--- src/rtl/bin2bcd_seq.sv ---
`default_nettype none
// ============================================================================
//  Module      : bin2bcd_seq
//  Description : Sequential binary-to-BCD converter (double dabble, one bit
//                per clock) with start/busy/done handshake, overflow flag
//                and leading-zero blank flags for seven-segment drivers.
//  Revision    : 1.0  initial release
// ============================================================================
module bin2bcd_seq #(
    parameter int DATA_W   = 32,
    parameter int DIGITS   = 4,
    parameter int BLANK_LZ = 1
) (
    input  logic                  in_clk,
    input  logic                  rst,
    input  logic                  start,
    input  logic [DATA_W-1:0]     data,
    output logic                  ready,
    output logic                  busy,
    output logic                  done,
    output logic [4*DIGITS-1:0]   bcd,
    output logic [DIGITS-1:0]     blank,
    output logic                  overflow
);

    localparam int                 c_CNT_W    = $clog2(DATA_W + 1);
    localparam logic [c_CNT_W-1:0] c_LAST_CNT = c_CNT_W'(DATA_W - 1);

    localparam logic [1:0] c_IDLE   = 2'd0;
    localparam logic [1:0] c_SHIFT  = 2'd1;
    localparam logic [1:0] c_FINISH = 2'd2;

    logic [1:0]           r_state;
    logic [1:0]           w_next_state;
    logic [DATA_W-1:0]    r_bin;
    logic [4*DIGITS-1:0]  r_scr;
    logic                 r_ovf_scr;
    logic [c_CNT_W-1:0]   r_cnt;
    logic                 r_done;
    logic [4*DIGITS-1:0]  r_bcd;
    logic [DIGITS-1:0]    r_blank;
    logic                 r_overflow;

    logic                 w_load;
    logic                 w_shift;
    logic                 w_finish;
    logic [4*DIGITS-1:0]  w_adj;
    logic [DIGITS-1:0]    w_blank;

    // State register; async reset aborts any conversion in flight
    always_ff @(posedge in_clk or negedge rst) begin
        if (!rst) begin
            r_state <= c_IDLE;
        end else begin
            r_state <= w_next_state;
        end
    end

    // Next-state logic: IDLE -> SHIFT (DATA_W cycles) -> FINISH -> IDLE
    always_comb begin
        w_next_state = r_state;
        case (r_state)
            c_IDLE:   if (start) w_next_state = c_SHIFT;
            c_SHIFT:  if (r_cnt == c_LAST_CNT) w_next_state = c_FINISH;
            c_FINISH: w_next_state = c_IDLE;
            default:  w_next_state = c_IDLE;
        endcase
    end

    // Handshake outputs and datapath strobes decoded from the current state
    always_comb begin
        ready    = (r_state == c_IDLE);
        busy     = (r_state != c_IDLE);
        w_load   = (r_state == c_IDLE) && start;
        w_shift  = (r_state == c_SHIFT);
        w_finish = (r_state == c_FINISH);
    end

    // Add-3 correction applied to every scratch digit in parallel before the shift
    generate
        for (genvar gi = 0; gi < DIGITS; gi++) begin : g_digit
            assign w_adj[4*gi +: 4] = (r_scr[4*gi +: 4] >= 4'd5) ?
                                      (r_scr[4*gi +: 4] + 4'd3) : r_scr[4*gi +: 4];
        end
    endgenerate

    // Leading-zero flags: digit i is blank when it and every digit above are zero;
    // an overflowed result shows all digits since the upper digits are truncated
    generate
        if (BLANK_LZ != 0) begin : g_blank_on
            logic w_zero;
            always_comb begin
                w_blank = '0;
                w_zero  = 1'b1;
                for (int i = DIGITS - 1; i >= 1; i--) begin
                    w_zero     = w_zero & (r_scr[4*i +: 4] == 4'd0);
                    w_blank[i] = w_zero & ~r_ovf_scr;
                end
            end
        end else begin : g_blank_off
            assign w_blank = '0;
        end
    endgenerate

    // Datapath: operand capture, shift-add-3 iterations and result publication
    always_ff @(posedge in_clk or negedge rst) begin
        if (!rst) begin
            r_bin      <= '0;
            r_scr      <= '0;
            r_ovf_scr  <= 1'b0;
            r_cnt      <= '0;
            r_done     <= 1'b0;
            r_bcd      <= '0;
            r_blank    <= '0;
            r_overflow <= 1'b0;
        end else begin
            if (w_load) begin
                r_bin     <= data;
                r_scr     <= '0;
                r_ovf_scr <= 1'b0;
                r_cnt     <= '0;
            end
            if (w_shift) begin
                // Bit leaving the top digit is a carry past 10**DIGITS
                r_scr     <= {w_adj[4*DIGITS-2:0], r_bin[DATA_W-1]};
                r_bin     <= r_bin << 1;
                r_ovf_scr <= r_ovf_scr | w_adj[4*DIGITS-1];
                r_cnt     <= r_cnt + 1'b1;
            end
            if (w_finish) begin
                r_bcd      <= r_scr;
                r_overflow <= r_ovf_scr;
                r_blank    <= w_blank;
            end
            r_done <= w_finish;
        end
    end

    assign done     = r_done;
    assign bcd      = r_bcd;
    assign blank    = r_blank;
    assign overflow = r_overflow;

endmodule
`default_nettype wire
--- config.mk ---
export PLATFORM = sky130hd
export DESIGN_NAME = bin2bcd_seq
export DESIGN_NICKNAME = d
export VERILOG_FILES = /design/src/rtl/bin2bcd_seq.sv
export SDC_FILE = /design/constraint.sdc
export NUM_CORES = 1
export LEC_CHECK = 0
export CAP_MARGIN = 10
export CELL_PAD_IN_SITES_DETAIL_PLACEMENT = 0
export CELL_PAD_IN_SITES_GLOBAL_PLACEMENT = 2
export CORE_UTILIZATION = 34
export CTS_CLUSTER_DIAMETER = 60
export DETAILED_ROUTE_END_ITERATION = 8
export PLACE_DENSITY_LB_ADDON = 0.25
export SLEW_MARGIN = 5
export SYNTH_ARGS = -nofsm -noshare
export SYNTH_HDL_FRONTEND = slang
export SYNTH_SLANG_ARGS = --single-unit
--- constraint.sdc ---
create_clock -name in_clk -period 1.9 [get_ports in_clk]
set_clock_uncertainty 0.2 [all_clocks]
set_input_delay 0.38 -clock in_clk [delete_from_list [all_inputs] [get_ports in_clk]]
set_output_delay 0.38 -clock in_clk [all_outputs]
set_load 0.005 [all_outputs]
==> flow_summary.ini, run 1 <==
[synthesis]
yosys.area_share.simple_pct = 16.5
seq_area_frac_synth_pct = 52.1
yosysMostFrequentCell = dfrtp_1
yosys.area_share.adder_pct = 4.01
yosysTopAreaCellShare_pct = 52.1
synth_area_leaders = dfrtp_1, nor3b_1, o21ai_0
syn-cell-area_sq_mm = 0.00375
ys_warn_count = 0
synth_top_family_by_area = compound AO/OA/AOI/OAI gates
synth-async-reset-ratio_pct = 100
ys.flop_type = dfrtp_1
synth-seq-cells = 78
netlist_instances = 376
yosys-mux-area-fraction_pct = 3.01
synth_nets = 423
synth-edff-count = 0
yosys-top-cells-count = dfrtp_1, nand2_1, o21ai_0
yosysTopAreaCell = dfrtp_1
synth_compound_area_share_pct = 17.4
ys_types = 37
synth_xor_area_share_pct = 1.64
syn_area_per_cell_sq_um = 9.96

[detailed_routing]
met2WireLength_mm = 3.63
vias = 2926
wl_met1_mm = 3.83
postRouteAntennaNets = 0
drtIter0Drc = 145
routedWlPerCell_um = 13.5
viasPerCell = 4.99
routed.top_layer = met4
drt_wl_total_mm = 7.91
drc = 0
dr_wl_met3_um = 284
dr.pass1.iters = 4

[global_routing]
grt_pass1_vias = 2852
grtUsageTotal_pct = 15.6
grt_max_degree = 48
grt.overflow.total = 0
grt_antenna_before_repair = 0
grt_first_pass_wirelength_mm = 13.9

[critical_path]
regToRegSetupSlack_ns = 0.11
critPathMaxFanout = 2
worstSetupStartpointType = register
crit_type = register to output pin
required_ns = 1.32
crit_slowest_cell = clkdlybuf4s50_1
cpLargestDelayFamily = buffers and inverters
rr_worst_depth = 6
r2r-start = r_scr[9]
crit_chain = clkdlybuf4s50_1
crit_buf_inv = 1
slowest_delay_ns = 0.50
crit_arrival_ns = 1.23
r2r_end = r_scr[10]
crit_path_end_kind = output pin

[power_and_ir_drop]
p_leak_nw = 2.01
power_density_mw_per_mm2 = 1190
ir_drop_mv = 0.458

[cells_and_area]
area_growth_pct = 27.9
drive_gt1_share_pct = 13.3
fin_nets = 492
multi_input_area_sq_mm = 0.00160
finalNonFillerCells = 586
regArea_sq_mm = 0.00195
final_util_pct = 45.6
fillerInstances = 1021
diodes = 0

[floorplanning]
die_x_um = 107
core_sq_mm = 0.0105
rows = 37
start_util_pct = 35.6
die_area_sq_mm = 0.0114
die_h_um = 107
pin_count = 59

[timing]
period_needed_ns = 1.81
timing.hold.ws_ns = 0.229
report.final.slew_viol_count = 0
fmax_mhz = 554
rsz0062_at_grt = false
hold_violations = 0
setup_viol = 0
period_share_pct = 95.0

[clocking]
clk_pin_slew_worst_paths_ns = 0.09
cts_buffers = 9
cts.path.max_buffers = 2
cts_root_buffer = clkbuf_8
worstSkewPairLatency_ns = 0.36
tritoncts = built
htree_levels = 3
cts.sinks = 78

[outcome]
status = finished clean

[min_path]
hold_path.class = input port to asynchronous set/reset pin

[placement]
dp.final_hpwl_mm = 5.41
io_buffers = 57
gp_congestion = 0.739
dp_cells = 566

[flow_run]
maxCapViolations = 0
stage by stage:
stage	total power [W]	setup TNS [ns]	setup slack, ns	cell area (sq um)
6_report	0.00572	0	0.0941	4790
5_1_grt	0.00623	0	0.000546	4790
4_1_cts	0.00581	0	0.0596	4790
3_5_place_dp	0.00461	-3.26	-0.113	4580
3_3_place_gp	0.00457	-1.59	-0.0617	4580
2_1_floorplan	0.00393	0	0.278	3750
how the worst max path moves through the flow:
stage	start	to	cells past startpoint
4_1_cts	bcd[13]	bcd[13]	1
3_5_place_dp	start	r_bin[10]	6
5_1_grt	r_scr[0]	r_scr[1]	6
6_report	bcd[13]	bcd[13]	1
2_1_floorplan	r_scr[8]	r_scr[10]	6
3_3_place_gp	start	r_scr[10]	4
what timing repair did:
action	4_1_cts	5_1_grt
hold buffers	1	0
endpoints found under the hold margin	23	0
setup buffers	3	0
gates resized for setup	4	0
endpoints found under the setup margin	2	0
worst reg2reg max path, delay by kind of cell (launching register included):
| kind | cells | cell delay [ns] |
|---|---|---|
| AO/OA/AOI/OAI | 2 | 0.54 |
| flip-flops | 1 | 0.38 |
| AND/OR/NAND/NOR | 2 | 0.17 |
| buffers and inverters | 1 | 0.16 |
| adder cells (fa/ha/maj) | 1 | 0.23 |
per-layer routing:
layer | global-route usage [%] | vias to the layer above
met3 | 3.34 | 12
met4 | 7.93 | 0
met1 | 20.4 | 1386
met5 | 0 | -
met2 | 24.4 | 63
li1 | - | 1465
state kept, by name, indices dropped and copies added (netlist names):
| signal | cells |
|---|---|
| r_ovf_scr | 1 |
| blank | 3 |
| bcd | 16 |
| r_state | 2 |
| overflow | 1 |
| done | 1 |
| r_scr | 16 |
| r_bin | 32 |
| r_cnt | 6 |
cells in the final DEF, fill, tap and decap left out, types with 6 or more instances in the layout:
| master | instances |
|---|---|
| a21oi_1 | 38 |
| buf_4 | 25 |
| clkbuf_8 | 9 |
| clkdlybuf4s50_1 | 54 |
| dfrtp_1 | 77 |
| ha_1 | 12 |
| inv_1 | 12 |
| mux2_2 | 10 |
| nand2_1 | 51 |
| nand3_1 | 8 |
| nor3b_1 | 34 |
| o21ai_0 | 50 |
| o22ai_1 | 6 |
logic make-up after synthesis:
family | count (synthesis)
xor gates and xnor gates | 7
other | 1
AOI/OAI and AO/OA | 115
DFF | 78
buffers and inverters | 40
adders and majority gates | 12
muxes | 10
and+or+nand+nor | 113
area by class of cell:
| cell class | count | share of cell area (%) |
|---|---|---|
| sequential | 78 | 40.8 |
| multi-input combinational | 258 | 33.3 |
| timing repair buffer | 86 | 17.7 |
| tap | 136 | 3.55 |
| clock buffer | 9 | 2.58 |
| clock inverter | 7 | 1.15 |
| inverter | 12 | 0.940 |
power by group:
part / internal (W) / switching, W / leakage, nW / total, W
combinational: 0.000995 / 0.00101 / 0.894 / 0.00201
sequential: 0.00217 / 0.000403 / 1.03 / 0.00257
clock: 0.000487 / 0.000661 / 0.0866 / 0.00115
total: 0.00365 / 0.00208 / 2.01 / 0.00572
(Power assumes the default switching activity.)
==> run 2, diff against run 1 <==
--- a/config.mk
+++ b/config.mk
@@ -10,6 +10,7 @@
 export CELL_PAD_IN_SITES_GLOBAL_PLACEMENT = 2
 export CORE_UTILIZATION = 34
 export CTS_CLUSTER_DIAMETER = 60
+export CTS_CLUSTER_SIZE = 24
 export DETAILED_ROUTE_END_ITERATION = 8
 export PLACE_DENSITY_LB_ADDON = 0.25
 export SLEW_MARGIN = 5
==> results of run 2 <==
The final DEF is identical to that of run 1; final timing and power are the same.
